===== src/rtl/ysyx_22040750_ifu_if.sv =====
// Handshake bundle between the IFU and its neighbours: next-PC unit,
// instruction memory (AR/R channels) and the IF/ID pipeline slot.
// master: IFU side (drives O_*), slave: environment side (drives I_*).
interface ysyx_22040750_ifu_if;
  logic [31:0] I_dnpc;
  logic        I_dnpc_valid;
  logic        O_dnpc_ready;
  logic        I_flush;
  logic        O_imem_arvalid;
  logic        I_imem_arready;
  logic [31:0] O_imem_araddr;
  logic        I_imem_rvalid;
  logic        O_imem_rready;
  logic [31:0] I_imem_rdata;
  logic [1:0]  I_imem_rresp;
  logic        O_IF_ID_valid;
  logic        I_IF_ID_ready;
  logic [31:0] O_IF_ID_pc;
  logic [31:0] O_IF_ID_snpc;
  logic [31:0] O_IF_ID_inst;
  logic        O_IF_ID_fault;

  modport master (
    input  I_dnpc, I_dnpc_valid, I_flush, I_imem_arready, I_imem_rvalid,
           I_imem_rdata, I_imem_rresp, I_IF_ID_ready,
    output O_dnpc_ready, O_imem_arvalid, O_imem_araddr, O_imem_rready,
           O_IF_ID_valid, O_IF_ID_pc, O_IF_ID_snpc, O_IF_ID_inst, O_IF_ID_fault
  );

  modport slave (
    output I_dnpc, I_dnpc_valid, I_flush, I_imem_arready, I_imem_rvalid,
           I_imem_rdata, I_imem_rresp, I_IF_ID_ready,
    input  O_dnpc_ready, O_imem_arvalid, O_imem_araddr, O_imem_rready,
           O_IF_ID_valid, O_IF_ID_pc, O_IF_ID_snpc, O_IF_ID_inst, O_IF_ID_fault
  );
endinterface


===== src/rtl/ysyx_22040750_ifu.sv =====
// Instruction fetch unit: one outstanding fetch at a time, a single IF/ID
// slot, and flush handling that drains (drops) any fetch already in flight.
// Ports: I_clk, I_rst (async active-low), bus (ysyx_22040750_ifu_if.master).
module ysyx_22040750_ifu #(
  parameter logic [31:0] RESET_PC = 32'h8000_0000
) (
  input logic                      I_clk,
  input logic                      I_rst,
  ysyx_22040750_ifu_if.master      bus
);
  localparam int unsigned XLEN = 32;

  typedef enum logic [1:0] {S_BOOT, S_REQ, S_WAIT, S_IDLE} state_t;

  state_t            state;
  logic [XLEN-1:0]   pc;
  logic              drop;
  logic              arvalid;
  logic              dnpc_ready;
  logic              slot_valid;
  logic [XLEN-1:0]   slot_pc;
  logic [XLEN-1:0]   slot_snpc;
  logic [XLEN-1:0]   slot_inst;
  logic              slot_fault;

  logic              rready_c;
  logic              ar_hs_c;
  logic              r_hs_c;
  logic              dnpc_hs_c;
  logic              load_c;
  logic              drain_c;
  logic              err_c;

  // Response is taken when it will be dropped or when the slot has room
  // (empty, or being consumed this cycle).
  assign rready_c  = (state == S_WAIT) && (drop || !slot_valid || bus.I_IF_ID_ready);
  assign ar_hs_c   = arvalid && bus.I_imem_arready;
  assign r_hs_c    = bus.I_imem_rvalid && rready_c;
  assign dnpc_hs_c = bus.I_dnpc_valid && dnpc_ready;
  assign load_c    = r_hs_c && !drop && !bus.I_flush;
  assign drain_c   = slot_valid && bus.I_IF_ID_ready;
  assign err_c     = (bus.I_imem_rresp != 2'b00);

  // Fetch FSM, PC and IF/ID slot registers.
  always_ff @(posedge I_clk or negedge I_rst) begin
    if (!I_rst) begin
      state      <= S_BOOT;
      pc         <= RESET_PC;
      drop       <= 1'b0;
      arvalid    <= 1'b0;
      dnpc_ready <= 1'b0;
      slot_valid <= 1'b0;
      slot_pc    <= '0;
      slot_snpc  <= '0;
      slot_inst  <= '0;
      slot_fault <= 1'b0;
    end else begin
      case (state)
        S_BOOT: begin
          state   <= S_REQ;
          arvalid <= 1'b1;
        end
        S_REQ: begin
          // Request stays up until accepted; a flush only marks it for dropping.
          if (bus.I_flush) drop <= 1'b1;
          if (ar_hs_c) begin
            state   <= S_WAIT;
            arvalid <= 1'b0;
          end
        end
        S_WAIT: begin
          if (r_hs_c) begin
            state      <= S_IDLE;
            drop       <= 1'b0;
            dnpc_ready <= 1'b1;
          end else if (bus.I_flush) begin
            drop <= 1'b1;
          end
        end
        S_IDLE: begin
          if (dnpc_hs_c) begin
            state      <= S_REQ;
            pc         <= bus.I_dnpc;
            dnpc_ready <= 1'b0;
            arvalid    <= 1'b1;
          end
        end
        default: state <= S_BOOT;
      endcase

      // Flush beats load beats drain.
      if (bus.I_flush) begin
        slot_valid <= 1'b0;
      end else if (load_c) begin
        slot_valid <= 1'b1;
        slot_pc    <= pc;
        slot_snpc  <= pc + XLEN'(4);
        slot_inst  <= err_c ? '0 : bus.I_imem_rdata;
        slot_fault <= err_c;
      end else if (drain_c) begin
        slot_valid <= 1'b0;
      end
    end
  end

  assign bus.O_dnpc_ready   = dnpc_ready;
  assign bus.O_imem_arvalid = arvalid;
  assign bus.O_imem_araddr  = pc;
  assign bus.O_imem_rready  = rready_c;
  assign bus.O_IF_ID_valid  = slot_valid;
  assign bus.O_IF_ID_pc     = slot_pc;
  assign bus.O_IF_ID_snpc   = slot_snpc;
  assign bus.O_IF_ID_inst   = slot_inst;
  assign bus.O_IF_ID_fault  = slot_fault;
endmodule


===== src/flat_wrapper.sv =====
// flat-port wrapper written by rule: the top's interface ports become plain ports
module ysyx_22040750_ifu_flat 
#(
  parameter logic [31:0] RESET_PC = 32'h8000_0000
)
  (I_clk, I_rst, bus_I_dnpc, bus_I_dnpc_valid, bus_I_flush, bus_I_imem_arready, bus_I_imem_rvalid, bus_I_imem_rdata, bus_I_imem_rresp, bus_I_IF_ID_ready, bus_O_dnpc_ready, bus_O_imem_arvalid, bus_O_imem_araddr, bus_O_imem_rready, bus_O_IF_ID_valid, bus_O_IF_ID_pc, bus_O_IF_ID_snpc, bus_O_IF_ID_inst, bus_O_IF_ID_fault);
  ysyx_22040750_ifu_if bus_i ();
  input logic I_clk;
  input logic I_rst;
  input wire logic [$bits(bus_i.I_dnpc)-1:0] bus_I_dnpc;
  input wire logic [$bits(bus_i.I_dnpc_valid)-1:0] bus_I_dnpc_valid;
  input wire logic [$bits(bus_i.I_flush)-1:0] bus_I_flush;
  input wire logic [$bits(bus_i.I_imem_arready)-1:0] bus_I_imem_arready;
  input wire logic [$bits(bus_i.I_imem_rvalid)-1:0] bus_I_imem_rvalid;
  input wire logic [$bits(bus_i.I_imem_rdata)-1:0] bus_I_imem_rdata;
  input wire logic [$bits(bus_i.I_imem_rresp)-1:0] bus_I_imem_rresp;
  input wire logic [$bits(bus_i.I_IF_ID_ready)-1:0] bus_I_IF_ID_ready;
  output wire logic [$bits(bus_i.O_dnpc_ready)-1:0] bus_O_dnpc_ready;
  output wire logic [$bits(bus_i.O_imem_arvalid)-1:0] bus_O_imem_arvalid;
  output wire logic [$bits(bus_i.O_imem_araddr)-1:0] bus_O_imem_araddr;
  output wire logic [$bits(bus_i.O_imem_rready)-1:0] bus_O_imem_rready;
  output wire logic [$bits(bus_i.O_IF_ID_valid)-1:0] bus_O_IF_ID_valid;
  output wire logic [$bits(bus_i.O_IF_ID_pc)-1:0] bus_O_IF_ID_pc;
  output wire logic [$bits(bus_i.O_IF_ID_snpc)-1:0] bus_O_IF_ID_snpc;
  output wire logic [$bits(bus_i.O_IF_ID_inst)-1:0] bus_O_IF_ID_inst;
  output wire logic [$bits(bus_i.O_IF_ID_fault)-1:0] bus_O_IF_ID_fault;
  assign bus_i.I_dnpc = bus_I_dnpc;
  assign bus_i.I_dnpc_valid = bus_I_dnpc_valid;
  assign bus_i.I_flush = bus_I_flush;
  assign bus_i.I_imem_arready = bus_I_imem_arready;
  assign bus_i.I_imem_rvalid = bus_I_imem_rvalid;
  assign bus_i.I_imem_rdata = bus_I_imem_rdata;
  assign bus_i.I_imem_rresp = bus_I_imem_rresp;
  assign bus_i.I_IF_ID_ready = bus_I_IF_ID_ready;
  assign bus_O_dnpc_ready = bus_i.O_dnpc_ready;
  assign bus_O_imem_arvalid = bus_i.O_imem_arvalid;
  assign bus_O_imem_araddr = bus_i.O_imem_araddr;
  assign bus_O_imem_rready = bus_i.O_imem_rready;
  assign bus_O_IF_ID_valid = bus_i.O_IF_ID_valid;
  assign bus_O_IF_ID_pc = bus_i.O_IF_ID_pc;
  assign bus_O_IF_ID_snpc = bus_i.O_IF_ID_snpc;
  assign bus_O_IF_ID_inst = bus_i.O_IF_ID_inst;
  assign bus_O_IF_ID_fault = bus_i.O_IF_ID_fault;
  ysyx_22040750_ifu #(.RESET_PC(RESET_PC)) u_core (.I_clk(I_clk), .I_rst(I_rst), .bus(bus_i));
endmodule

===== config.mk =====
export PLATFORM = sky130hd
export DESIGN_NAME = ysyx_22040750_ifu_flat
export DESIGN_NICKNAME = d
export VERILOG_FILES = /design/src/rtl/ysyx_22040750_ifu_if.sv /design/src/rtl/ysyx_22040750_ifu.sv /design/src/flat_wrapper.sv
export SDC_FILE = /design/constraint.sdc
export NUM_CORES = 1
export LEC_CHECK = 0
export BUFFER_PORTS_ARGS = -buffer_cell sky130_fd_sc_hd__buf_4
export CAP_MARGIN = 5
export CELL_PAD_IN_SITES_DETAIL_PLACEMENT = 1
export CELL_PAD_IN_SITES_GLOBAL_PLACEMENT = 1
export CORE_ASPECT_RATIO = 0.6
export CORE_MARGIN = 1.5
export CORE_UTILIZATION = 34
export DETAILED_ROUTE_END_ITERATION = 10
export HOLD_SLACK_MARGIN = 0.08
export PLACE_DENSITY = 0.72
export SLEW_MARGIN = 10
export SYNTH_ARGS = -nofsm -noshare
export SYNTH_HDL_FRONTEND = slang
export SYNTH_SLANG_ARGS = --single-unit

===== constraint.sdc =====
create_clock -name I_clk -period 1.9 [get_ports I_clk]
set_input_delay 0.19 -clock I_clk [delete_from_list [all_inputs] [get_ports I_clk]]
set_output_delay 0.19 -clock I_clk [all_outputs]
set_load 0.01 [all_outputs]

# Yosys cells after proc, flatten, opt, wreduce, memory -nomap -nowiden
# Index checks and enable logic that the tools add are counted.
# op_classes
addsub,1
n_eq_ne,6
n_mux,17
n_bitwise,1
reduce_logical,23
# op_table
cell,count
$add A32 B3 Y32 const B,1
$mux W32,1
$mux W1,9
$reduce_and A3 Y1,3
$pmux W2 S4,1
$logic_and A1 B1 Y1,7
$mux W2,3
$ne A2 B1 Y1 const B,3
$reduce_bool A2 Y1,3
$reduce_bool A3 Y1,2
$eq A2 B2 Y1 const B,2
$pmux W1 S2,2
$reduce_and A2 Y1,2
$logic_not A1 Y1,3
$pmux W1 S3,1
$eq A2 B1 Y1 const B,1
$logic_not A2 Y1,1
$logic_or A1 B1 Y1,2
$not A1 Y1,1
# word_totals
register_bits,135
out_inout_bits,133

# Depth between registers and ports, before layout
# depth
word_depth,9
ltp_mapped,7
depth_no_buf,6

# Worst setup path after synthesis
# No wires, ideal clock.
# synth_timing
path_kind,reg-to-reg
startpoint,register u_core.state[0]
endpoint,register u_core.slot_inst[10] (netlist: u_core.bus.O_IF_ID_inst[10])
arrival_ps,1756
path_slack_ps,77
stages_incl_launch_ff,7
n_path_buf,1
synth_period_minus_slack_ps,1823
cell_sequence,dfrtp_1 inv_1 ha_1 nand4_2 nor3_1 clkbuf_1 a22o_1
# synth_via
elab_chain_cells,6
# synth_lines
element,line_no,rtl
"start, declared",ysyx_22040750_ifu.sv:15,state_t state;
"start signal, assigned",ysyx_22040750_ifu.sv:47,state <= S_BOOT;
"start signal, assigned",ysyx_22040750_ifu.sv:60,state <= S_REQ;
"start signal, assigned",ysyx_22040750_ifu.sv:67,state <= S_WAIT;
$eq A2 B2 Y1,ysyx_22040750_ifu.sv:36,assign rready_c = (state == S_WAIT) && (drop || !slot_valid || bus.I_IF_ID_ready);
$logic_and A1 B1 Y1,ysyx_22040750_ifu.sv:36,
$logic_and A1 B1 Y1,ysyx_22040750_ifu.sv:38,assign r_hs_c = bus.I_imem_rvalid && rready_c;
$logic_and A1 B1 Y1 (2 in a row),ysyx_22040750_ifu.sv:40,assign load_c = r_hs_c && !drop && !bus.I_flush;
$reduce_and A2 Y1 (no source line),-,
"end signal, assigned",ysyx_22040750_ifu.sv:98,slot_inst <= err_c ? '0 : bus.I_imem_rdata;
"end, declared",ysyx_22040750_ifu.sv:23,logic [XLEN-1:0] slot_inst;
# No other way between the ends.
# A chain may end at the register's enable or synchronous reset.

# Final worst setup path
# layout_timing
startpoint,register u_core.pc[3] (netlist: u_core.bus.O_imem_araddr[3])
endpoint,register u_core.slot_snpc[26] (netlist: u_core.bus.O_IF_ID_snpc[26])
# layout_via
elab_chain_cells,1
# layout_lines
element,line_no,rtl
"start, declared",ysyx_22040750_ifu.sv:16,logic [XLEN-1:0] pc;
"start signal, assigned",ysyx_22040750_ifu.sv:83,pc <= bus.I_dnpc;
$add A32 B3 Y32,ysyx_22040750_ifu.sv:97,slot_snpc <= pc + XLEN'(4);
"end signal, assigned",ysyx_22040750_ifu.sv:97,
"end, declared",ysyx_22040750_ifu.sv:22,logic [XLEN-1:0] slot_snpc;
# No other way between the ends.

==> results.txt <==
- In this run the tool buffered the top-level ports with 205 buffer cells.
- When the netlist entered floorplanning its net count stood at 502.
- Using the TritonRoute via totals, the vias-per-cell ratio works out to 4.87.
- Power density normalized to cell area: 704 nW/um^2
- Worst Setup End Kind: flip-flop
* Cell count after placement: 838
- Diodes inserted: 0
* Final worst clock skew: 9.09 ps
- Instance count of the mapped netlist: 423
* GRT busiest layer: met2
- In the final routed layout, each cell accounts on average for 18.5 um.
* Global Route met3 Usage: 0.0547
* Met2 track demand over resource in global routing: 0.353
* Hold violation total from the final report: 0
- Data arrival, critical path: 2100 ps
* Count of unique library cells instantiated by Yosys: 39
- Clock period minus worst slack: 1770 ps
- Worst IR Drop VDD: 562 uV
- Footprint of the multi-input gates: 2070 um^2
* Leakage power figure: 4.45 nW
* Count of pins over their slew limit: 0
- The floorplan step defined a core boundary enclosing 15600 um^2.
- The detail route stage leaves a number of antenna-violating nets equal to 0.
* Number of clock sinks seen by CTS: 133
- Finished Layout Cells: 938
- Before antenna repair, the detailed router went through 4 iterations.
- Final RePlAce weighted congestion: 0.762
* Routed vias: 4567
- Global-route track usage on met1: 0.274
- Wire length of the first global-routing pass: 27.7 mm
- The worst setup path is of the reg -> reg kind.
- After synthesis, the share of flip-flops with an asynchronous set or reset is 1.00.
- Number of nets in the layout: 801
- For this block, the routed nets add up to 17.4 mm of wire.
- In the synthesized netlist the dominant register cell turns out to be sky130_fd_sc_hd__dfrtp_1.
- Number of I/O pins: 206
* Class of the tightest hold or removal check: in -> reg
* Aggregate global-route resource usage: 0.213
- The initial antenna violation count came to 0.
* Commonest non-fill, non-tap cell in the layout: sky130_fd_sc_hd__buf_4
* Worst-Margin Slew: 500 ps
* Drt first-iter violations: 214
- Detailed placement finished with a half-perimeter wire length of 11.9 mm.
* Startpoint kind of the worst setup timing path: flip-flop
* Post-layout util: 0.560
- The die is 102 um tall.
* Post-Synthesis Mean Instance Area: 13.0 um^2
* Critical path peak fanout: 6
- Root cell of the clock tree: sky130_fd_sc_hd__clkbuf_16
* YS warnings: 0
* Max-Slew Margin vs Limit: 0.666
- Portion of the clock cycle consumed by the worst path in the final layout: 0.930
- The area growth from synthesis to layout is 58.5%.
* Post-Syn Area: 5500 um^2
- Setup violations remaining at the end of the flow were counted as 0.
* Layout filler cell count: 1586
- The floorplan has 35 rows.
* Via count of the first global-routing pass: 5041
* Reported max-cap violation count: 0
- Total Die Area: 17000 um^2
- For this run the aggregate overflow at the end of global routing stands at 0.
- Worst-case hold slack: 223 ps
- Of the cells placed in the final design, the portion with a size suffix greater than 1 is 0.468.
- CP Data Required Time: 2230 ps
- Counting flops and latches in the post-synthesis netlist gives 133.
* Number of buffers on the longest clock path: 2
* Die X: 167 um
* Unrepaired setup endpoints after global routing: no
- The initial utilization of the core area, before any placement, comes to 0.353.
- Sequential share of the synthesized area: 0.605
* Seq. cell area: 3330 um^2
* H-Tree Level Count: 4
- Achievable Freq: 566 MHz
* Status: completed
* Leading cell types in the layout, fill and taps excluded: 229 x sky130_fd_sc_hd__buf_4, 130 x sky130_fd_sc_hd__dfrtp_1, 67 x sky130_fd_sc_hd__dlygate4sd3_1
- Number of synthesized flops with an enable pin: 0
* Post-detailed-route DRC marker count: 0
* Pin count of the biggest net entering global routing: 52
* Number of buffers added by the clock tree synthesis step: 17
* TritonCTS clock tree: done
* Clock edge transition at the registers on the reported setup and hold paths: 60 ps
* Clock insertion delay at the later pin of the skew report: 420 ps
## kinds of logic after synthesis
family,after synthesis,share of synthesized area
AO/OA/AOI/OAI,69,0.0880
XOR/XNOR,28,0.0446
adder cells (fa/ha/maj),6,0.0136
buffers and inverters,27,0.0241
flip-flops,133,0.605
multiplexers,67,0.136
AND/OR/NAND/NOR,93,0.0884
## sequential cells by signal (all words and copies together) (netlist names), 2 cells and up
name	count
u_core.bus.O_IF_ID_inst	32
u_core.bus.O_IF_ID_pc	30
u_core.bus.O_IF_ID_snpc	32
u_core.bus.O_imem_araddr	32
u_core.state	2
## through the flow
| step | setup TNS (ps) | area, um^2 | total power [W] | setup WS, ps |
|---|---|---|---|---|
| detailed placement | -434 | 7490 | 0.00308 | -143 |
| CTS | 0 | 8710 | 0.00621 | 17.7 |
| global placement | 0 | 7490 | 0.00308 | 23.5 |
| global route | 0 | 8720 | 0.00635 | 5.68 |
| finish | 0 | 8720 | 0.00614 | 132 |
| floorplan | 0 | 5500 | 0.00289 | 77.2 |
## Yosys cell counts (2+ instances only)
| cell | number | share of area |
|---|---|---|
| sky130_fd_sc_hd__nand2_1 | 44 | 0.030 |
| sky130_fd_sc_hd__mux2_2 | 64 | 0.13 |
| sky130_fd_sc_hd__nor2_1 | 8 | 0.0055 |
| sky130_fd_sc_hd__xnor2_1 | 14 | 0.022 |
| sky130_fd_sc_hd__o21ai_0 | 29 | 0.026 |
| sky130_fd_sc_hd__dfrtp_1 | 132 | 0.60 |
| sky130_fd_sc_hd__and3_1 | 6 | 0.0068 |
| sky130_fd_sc_hd__nand3_1 | 6 | 0.0055 |
| sky130_fd_sc_hd__buf_1 | 4 | 0.0027 |
| sky130_fd_sc_hd__nor4_4 | 2 | 0.0077 |
| sky130_fd_sc_hd__xor2_1 | 14 | 0.022 |
| sky130_fd_sc_hd__nand4_2 | 2 | 0.0045 |
| sky130_fd_sc_hd__a22o_1 | 32 | 0.051 |
| sky130_fd_sc_hd__clkbuf_1 | 13 | 0.0089 |
| sky130_fd_sc_hd__nand4_1 | 12 | 0.014 |
| sky130_fd_sc_hd__ha_1 | 6 | 0.014 |
| sky130_fd_sc_hd__inv_1 | 5 | 0.0034 |
| sky130_fd_sc_hd__nor3_1 | 4 | 0.0036 |
| sky130_fd_sc_hd__mux2i_1 | 3 | 0.0055 |
| sky130_fd_sc_hd__buf_4 | 2 | 0.0027 |
| sky130_fd_sc_hd__nor2b_1 | 3 | 0.0034 |
## where the power goes
| group | total [W] | internal (W) | leakage (nW) | switching [W] |
|---|---|---|---|---|
| clock network | 0.00300 | 0.00171 | 0.259 | 0.00129 |
| registers | 0.00284 | 0.00283 | 1.83 | 0.00000126 |
| logic | 0.000305 | 0.000194 | 2.36 | 0.000111 |
## final timing paths
check / start / end / cells after the start / slack [ps]
max: u_core.bus.O_imem_araddr[3] / u_core.bus.O_IF_ID_snpc[26] / 7 / 130
min: bus_I_IF_ID_ready / u_core.bus.O_IF_ID_valid / 3 / 220
max reg2reg: u_core.bus.O_imem_araddr[3] / u_core.bus.O_IF_ID_snpc[26] / 7 / 130
min reg2reg: u_core.bus.O_IF_ID_snpc[7] / u_core.bus.O_IF_ID_snpc[7] / 2 / 490
max in group asynchronous: I_rst / u_core.bus.O_imem_araddr[31] / 3 / 920
min in group asynchronous: I_rst / u_core.bus.O_dnpc_ready / 2 / 300
## critical path, cell delays in order, from the launching register on
cell and delay, ps:
sky130_fd_sc_hd__dfrtp_2 420, sky130_fd_sc_hd__ha_2 220, sky130_fd_sc_hd__nand4_1 180, sky130_fd_sc_hd__nor4_4 250, sky130_fd_sc_hd__buf_4 200, sky130_fd_sc_hd__nand4_1 110
sky130_fd_sc_hd__xor2_1 160, sky130_fd_sc_hd__o21ai_0 150
## layout make-up
type | count | area share
Sequential cell | 133 | 0.382
Timing Repair Buffer | 302 | 0.287
Multi-Input combinational cell | 263 | 0.238
Clock buffer | 18 | 0.0503
Tap cell | 203 | 0.0291
Clock inverter | 14 | 0.0122
Inverter | 5 | 0.00215
## timing repair
action	CTS	global route
buffers inserted	1	0
resized for setup	0	6
hold endpoints to repair	113	0
pin swaps	1	1
gates cloned	0	0
endpoints found under the setup margin	6	12
hold buffers	67	0
## routing by layer
metal / part of all wire / up-vias
met5: 0 / -
met1: 0.46 / 2319
met3: 0.054 / 17
met2: 0.47 / 131
li1: - / 2100
met4: 0.014 / 0
(Power assumes the default switching activity.)
